<file path="config.mk">
export PLATFORM = sky130hd
export DESIGN_NAME = flags_ctrl
export DESIGN_NICKNAME = d
export VERILOG_FILES = /design/src/rtl/flags_ctrl_pkg.sv /design/src/rtl/flags_cond.sv /design/src/rtl/flags_ctrl.sv
export SDC_FILE = /design/constraint.sdc
export NUM_CORES = 1
export LEC_CHECK = 0
export CORE_MARGIN = 2
export CORE_UTILIZATION = 32
export CTS_CLUSTER_DIAMETER = 200
export DETAILED_ROUTE_END_ITERATION = 6
export PLACE_DENSITY = 0.85
export SYNTH_ARGS = -nofsm -noshare
export SYNTH_HDL_FRONTEND = slang
export SYNTH_SLANG_ARGS = --single-unit
</file>
<file path="constraint.sdc">
create_clock -name clk -period 1.4 [get_ports clk]
set_input_delay 0.42 -clock clk [delete_from_list [all_inputs] [get_ports clk]]
set_output_delay 0.42 -clock clk [all_outputs]
set_load 0.01 [all_outputs]
</file>
<file path="src/rtl/flags_ctrl_pkg.sv">
// Shared constants for the flags register controller: flag bit positions,
// jump-condition select positions and FSM state encoding.
package flags_ctrl_pkg;

  localparam int unsigned FLAG_Z  = 2;
  localparam int unsigned FLAG_LT = 1;
  localparam int unsigned FLAG_C  = 0;

  localparam int unsigned JZ  = 2;
  localparam int unsigned JLT = 1;
  localparam int unsigned JGT = 0;

  typedef enum logic [1:0] {
    ST_INIT = 2'd0,
    ST_IDLE = 2'd1,
    ST_LOAD = 2'd2
  } state_t;

endpackage

</file>
<file path="src/rtl/flags_cond.sv">
// Combinational jump-condition evaluator: {Z,LT,C} flags and {jz,jlt,jgt}
// select to a single taken bit. Shared with the branch unit.
module flags_cond
  import flags_ctrl_pkg::*;
(
  input  logic [2:0] i_flags,
  input  logic [2:0] i_cond_sel,
  output logic       o_taken_d
);

  always_comb begin
    o_taken_d = (i_flags[FLAG_Z]  & i_cond_sel[JZ])  |
                (i_flags[FLAG_LT] & i_cond_sel[JLT]) |
                (~i_flags[FLAG_Z] & ~i_flags[FLAG_LT] & i_cond_sel[JGT]);
  end

endmodule

</file>
<file path="src/rtl/flags_ctrl.sv">
// Arbitrates ALU flag updates and bus flag restores onto the 3-bit FR, keeps a
// shadow copy of the FR and evaluates jump conditions against it.
module flags_ctrl
  import flags_ctrl_pkg::*;
#(
  parameter int unsigned WIDTH    = 16,
  parameter bit          BUS_PRIO = 1'b1
) (
  input  logic             clk,
  input  logic             reset_bar,
  input  logic             alu_req,
  input  logic [WIDTH-1:0] alu_val,
  input  logic             alu_carry,
  output logic             alu_ack,
  input  logic             bus_req,
  input  logic [2:0]       bus_flags,
  output logic             bus_ack,
  output logic [2:0]       fr_in,
  output logic             fr_load_bar,
  output logic [2:0]       flags,
  output logic             busy,
  input  logic             cond_valid,
  input  logic [2:0]       cond_sel,
  output logic             taken,
  output logic             taken_valid
);

  state_t     r_state;
  logic [2:0] r_fr_in;
  logic [2:0] r_flags;
  logic       r_fr_load_bar;
  logic       r_alu_ack;
  logic       r_bus_ack;
  logic       r_busy;
  logic       r_taken;
  logic       r_taken_valid;

  logic       w_bus_wins;
  logic [2:0] w_alu_flags;
  logic [2:0] w_cond_src;
  logic       w_taken_d;

  always_comb begin
    w_bus_wins           = bus_req & (BUS_PRIO | ~alu_req);
    w_alu_flags          = '0;
    w_alu_flags[FLAG_Z]  = (alu_val == '0);
    w_alu_flags[FLAG_LT] = alu_val[WIDTH-1];
    w_alu_flags[FLAG_C]  = alu_carry;
    // Forward the value being loaded so a condition in LOAD sees the new flags.
    w_cond_src           = (r_state == ST_LOAD) ? r_fr_in : r_flags;
  end

  flags_cond u_cond (
    .i_flags    (w_cond_src),
    .i_cond_sel (cond_sel),
    .o_taken_d  (w_taken_d)
  );

  always_ff @(posedge clk or negedge reset_bar) begin
    if (!reset_bar) begin
      r_state       <= ST_INIT;
      r_fr_in       <= '0;
      r_flags       <= '0;
      r_fr_load_bar <= 1'b1;
      r_alu_ack     <= 1'b0;
      r_bus_ack     <= 1'b0;
      r_busy        <= 1'b1;
      r_taken       <= 1'b0;
      r_taken_valid <= 1'b0;
    end else begin
      r_taken_valid <= cond_valid;
      if (cond_valid) r_taken <= w_taken_d;
      case (r_state)
        // Load strobe is registered, so INIT spends one edge raising it and
        // a second edge (the FR clear) dropping it again.
        ST_INIT: begin
          if (r_fr_load_bar) begin
            r_fr_in       <= '0;
            r_fr_load_bar <= 1'b0;
          end else begin
            r_fr_load_bar <= 1'b1;
            r_flags       <= '0;
            r_busy        <= 1'b0;
            r_state       <= ST_IDLE;
          end
        end
        ST_IDLE: begin
          if (alu_req | bus_req) begin
            r_fr_in       <= w_bus_wins ? bus_flags : w_alu_flags;
            r_fr_load_bar <= 1'b0;
            r_bus_ack     <= w_bus_wins;
            r_alu_ack     <= ~w_bus_wins;
            r_busy        <= 1'b1;
            r_state       <= ST_LOAD;
          end
        end
        ST_LOAD: begin
          r_flags       <= r_fr_in;
          r_fr_load_bar <= 1'b1;
          r_alu_ack     <= 1'b0;
          r_bus_ack     <= 1'b0;
          r_busy        <= 1'b0;
          r_state       <= ST_IDLE;
        end
        default: begin
          r_fr_load_bar <= 1'b1;
          r_alu_ack     <= 1'b0;
          r_bus_ack     <= 1'b0;
          r_busy        <= 1'b1;
          r_state       <= ST_INIT;
        end
      endcase
    end
  end

  assign fr_in       = r_fr_in;
  assign fr_load_bar = r_fr_load_bar;
  assign flags       = r_flags;
  assign alu_ack     = r_alu_ack;
  assign bus_ack     = r_bus_ack;
  assign busy        = r_busy;
  assign taken       = r_taken;
  assign taken_valid = r_taken_valid;

endmodule

</file>
# Word-level counts from Yosys, hierarchy flattened
# Cells that the tools add are included.
# op_classes
reduce_logical	8
n_eq_ne	5
n_bitwise	11
muxes	20
# ops
operator	n
$logic_not A16 Y1	1
$mux W3	5
$pmux W3 S2	2
$mux W1	6
$ne A2 B2 Y1 const B	3
$pmux W1 S2	3
$pmux W2 S3	1
$reduce_and A2 Y1	3
$and A1 B1 Y1	4
$mux W2	2
$not A1 Y1	4
$reduce_bool A2 Y1	2
$or A1 B1 Y1	3
$pmux W1 S3	1
$reduce_and A3 Y1	1
$eq A2 B1 Y1 const B	1
$eq A2 B2 Y1 const B	1
$logic_not A2 Y1	1
# word_totals
regBits	14
inputBits	28
wordCells	53
out_inout_bits	12

# Logic depth before layout (Yosys ltp)
# depth
depth_word	6
ltp_mapped	5
ltp_nobuf	4

# Hierarchy
# From an unflattened synthesis, not the netlist that was laid out.
# unflattened
cells_unflattened	59
area_unflattened_um2	680.7
# modules_own_cells
mod	cells_each	seq_area_each_um2	instances	area_per_inst_um2
flags_ctrl	57	352.8	1	663.1
flags_cond	2	0.0	1	17.5

# Worst setup path after synthesis
# OpenSTA, ideal clock, no wires.
# synth_timing
path_type	register -> register
startpoint	register r_state[1]
endpoint	register r_taken (netlist: taken)
period_less_slack_ns	1.462
arrival_ns	1.332
required_time_ns	1.270
path_stages_with_launch	5
setup_slack_ns	-0.062
setup_time_ns	0.130
n_path_buf	0
cell_sequence	dfrtp_1 -> nor2b_4 -> mux2_4 -> a222oi_1 -> a21oi_1
# synth_via
elab_chain_cells	6
word_cells_on_any_way	10
classes_between	1 x eq/ne; 1 x mux; 8 x bitwise
# synth_lines
element	line	source
start: declaration	flags_ctrl.sv:28	state_t r_state;
start signal: assignment	flags_ctrl.sv:61	r_state <= ST_INIT;
start signal: assignment	flags_ctrl.sv:84	r_state <= ST_IDLE;
start signal: assignment	flags_ctrl.sv:94	r_state <= ST_LOAD;
$eq A2 B2 Y1 (*)	flags_ctrl.sv:50	w_cond_src = (r_state == ST_LOAD) ? r_fr_in : r_flags;
$mux W3 (*)	flags_ctrl.sv:50	
$not A1 Y1	flags_cond.sv:14	(~i_flags[FLAG_Z] & ~i_flags[FLAG_LT] & i_cond_sel[JGT]);
$and A1 B1 Y1 (2 in series)	flags_cond.sv:14	
$or A1 B1 Y1 (*)	flags_cond.sv:13	(i_flags[FLAG_LT] & i_cond_sel[JLT]) |
end signal: assignment	flags_ctrl.sv:72	if (cond_valid) r_taken <= w_taken_d;
end: declaration	flags_ctrl.sv:35	logic r_taken;
# Every way passes the cells marked *; elsewhere a longest branch is shown, timed or not.
# A chain may end at the register's enable or synchronous reset.

# Worst setup path in the final report
# layout_timing
startpoint	register r_state[0]
endpoint	register r_taken (netlist: taken)
# Same word-level chain as after synthesis.

==> metrics.yaml <==
synth_seq_cells: 14
r2r-start: "r_state[0]"
finalSetupViolCount: 3
synth_area_um2: 676
grt_setup_unrepaired: "true"
syn_nets: 88
netlist_instances: 60
fin_crit_sh_pct: 105
place_congestion: 0.732
worstMarginPinSlew_ns: 0.299
io-pin-count: 40
yosysTopAreaCellShare_pct: 44.4
vias: 725
cts_inserted_buffers: 3
async_flop_share_pct: 100
clockRootBuffer: "clkbuf_4"
p_sw_mw: 0.758
clock.fmax_mhz: 678
antenna_found_initial: 0
finalSetupTns_ns: -0.102
p_int_mw: 1.45
ir_worst_vdd_mv: 0.810
failed_checks: "setup timing"
grt_max_degree: 12
crit_slowest_cell: "dfrtp_1"
diodes: 0
placed_area_um2: 1170
layout_commonest_cell: "clkdlybuf4s50_1"
synth_flop_cell: "dfrtp_1"
postCtsHoldBufs: 0
fill_cells: 161
design_area_um2: 1280
rows: 16
fin_ws_ns: -0.0760
crit_fanout: 3
relSlewSlack_pct: 80.1
max_cap_violations: 0
critPathBufInv: 0
seqPwrFrac_pct: 31.1
cp_top_family: "compound AO/OA/AOI/OAI gates"
viasPerCell: 4.93
die_y_um: 50.0
cp-end-kind: "register"
timing.final.hold_violations: 0
power_mw: 2.21
min_period_ns: 1.48
ys_seq_area_share_pct: 52.2
clkSlewWorstSetupHoldPaths_ns: 0.09
arrival_ns: 1.63
postRouteAntennaNets: 0
die_x_um: 50.0
regToRegSetupSlack_ns: -0.08
grt_pass1_wl_um: 3110
cts_tree: "done"
drcViolationCount: 0
p_leak_nw: 0.583
synth_area_leaders: "dfrtp_1, dfstp_2, mux2_2"
cts_buffer_depth: 2
yosys.area.top_type: "dfrtp_1"
core_area_um2: 1980
gr-usage-all-layers_pct: 16.2
grt_pass1_vias: 727
pre_cts_slack_ns: -0.322
whs_ns: 0.353
worstSetupEndpoint: "taken"
start_util_pct: 34.1
swShare_pct: 34.3
insertion_delay_ns: 0.28
die_area_um2: 2500
synth_warnings: 0
synth_edf_count: 0
clock-sinks: 14
drtIter0Drc: 9
syn2layout_area_growth_pct: 88.9
grt_remaining_overflow: 0
power.density_nw_per_um2: 1730
slowest_delay_ns: 0.42
crit_cells: 4
routedWlPerCell_um: 12.5
totalWireLength_um: 1840
required_ns: 1.55
p_clk_share_pct: 13.0
ff2ff_path_depth: 4
htree_levels: 1
skew_ns: 0.00563
synth.avg_cell_area_um2: 11.3
status: "finished, violations left"
ys_types: 28
nets: 149
slew_violations: 0
hpwl_um: 1480
worstSetupStartpoint: "r_state[0]"
portBuffers: 39
path_cells: "nor2b_4 -> mux2_4 -> a222oi_1 -> a21oi_1"
r2r_end: "taken"
final_cell_mix: "clkdlybuf4s50_1, buf_4, dfrtp_1"
comb_power_share_pct: 55.9
drt_first_pass_iters: 4
min_path_type: "input port to async pin"
start_kind: "register"
critPathKind: "register to register"
final_layout_size_suffix_gt1_share_pct: 31.7
[sequential cells by signal, summed over array words and instances (netlist names)]
signal and flops:
busy 1, taken_valid 1, fr_load_bar 1, flags 3
fr_in 3, r_state 2, bus_ack 1, taken 1
alu_ack 1
[cell families after synthesis]
kind of cell	after synthesis	share of synthesized area [%]
AO/OA/AOI/OAI	16	18.5
multiplexers	6	10.2
buffers and inverters	4	2.96
AND/OR/NAND/NOR	20	16.1
flip-flops	14	52.2
[worst register-to-register path, delay by kind of cell, from the launching register on]
kind / cells / cell delay (ns)
simple gates: 1 / 0.17
flops: 1 / 0.42
mux: 1 / 0.31
compound gates: 2 / 0.45
[layer usage]
layer	wire length, um	global-route usage [%]	share of wire, %
met5	0	0	0
met4	8	4.17	0.44
met3	146	3.33	8.0
met2	930	30.0	51
met1	751	18.6	41
[power by group through the flow]
stage	sequential (mW)	clock, mW	combinational (mW)
6_report	0.687	0.288	1.23
3_3_place_gp	0.708	0	1.09
5_1_grt	0.710	0.313	1.34
3_5_place_dp	0.722	0	1.13
4_1_cts	0.689	0.292	1.15
2_1_floorplan	0.794	0	0.465
[cell usage after synthesis (2+ instances only)]
cell type  count
dfrtp_1       12
dfstp_2        2
inv_1          2
nand2_1        3
a21oi_1        2
mux2_2         3
nor3_1         2
a22o_1         3
mux2i_1        2
nor4_1         3
nand3_1        2
o31ai_1        3
nor2_1         6
[what timing repair did]
item	4_1_cts	5_1_grt
setup endpoints to repair	16	11
buffers inserted	5	3
endpoints found under the hold margin	0	0
pin swaps	0	4
gates resized for setup	18	11
[final cells by class]
class / count / area [um2] / area share (%)
inverters: 2 / 7.51 / 0.588
clock buffers: 4 / 36.3 / 2.84
flip-flops and latches: 14 / 353 / 27.6
multi-input cells: 42 / 333 / 26.1
repair buffers: 58 / 513 / 40.2
well taps: 27 / 33.8 / 2.65
[per-stage QoR]
step	cells	utilization [%]
after floorplan	60	-
after global placement	135	59.0
after detailed placement	135	59.0
after CTS	144	62.2
after global routing	147	64.4
final	147	64.4
[how the worst min path moves through the flow]
stage / start / to / slack (ns) / cells after the start
floorplan: reset_bar / alu_ack / 0.12 / 0
global placement: busy / busy / 0.45 / 2
detailed placement: busy / busy / 0.46 / 2
CTS: reset_bar / alu_ack / 0.36 / 1
global route: reset_bar / alu_ack / 0.36 / 1
finish: reset_bar / alu_ack / 0.35 / 1
Power figures use the tool's default switching activity.
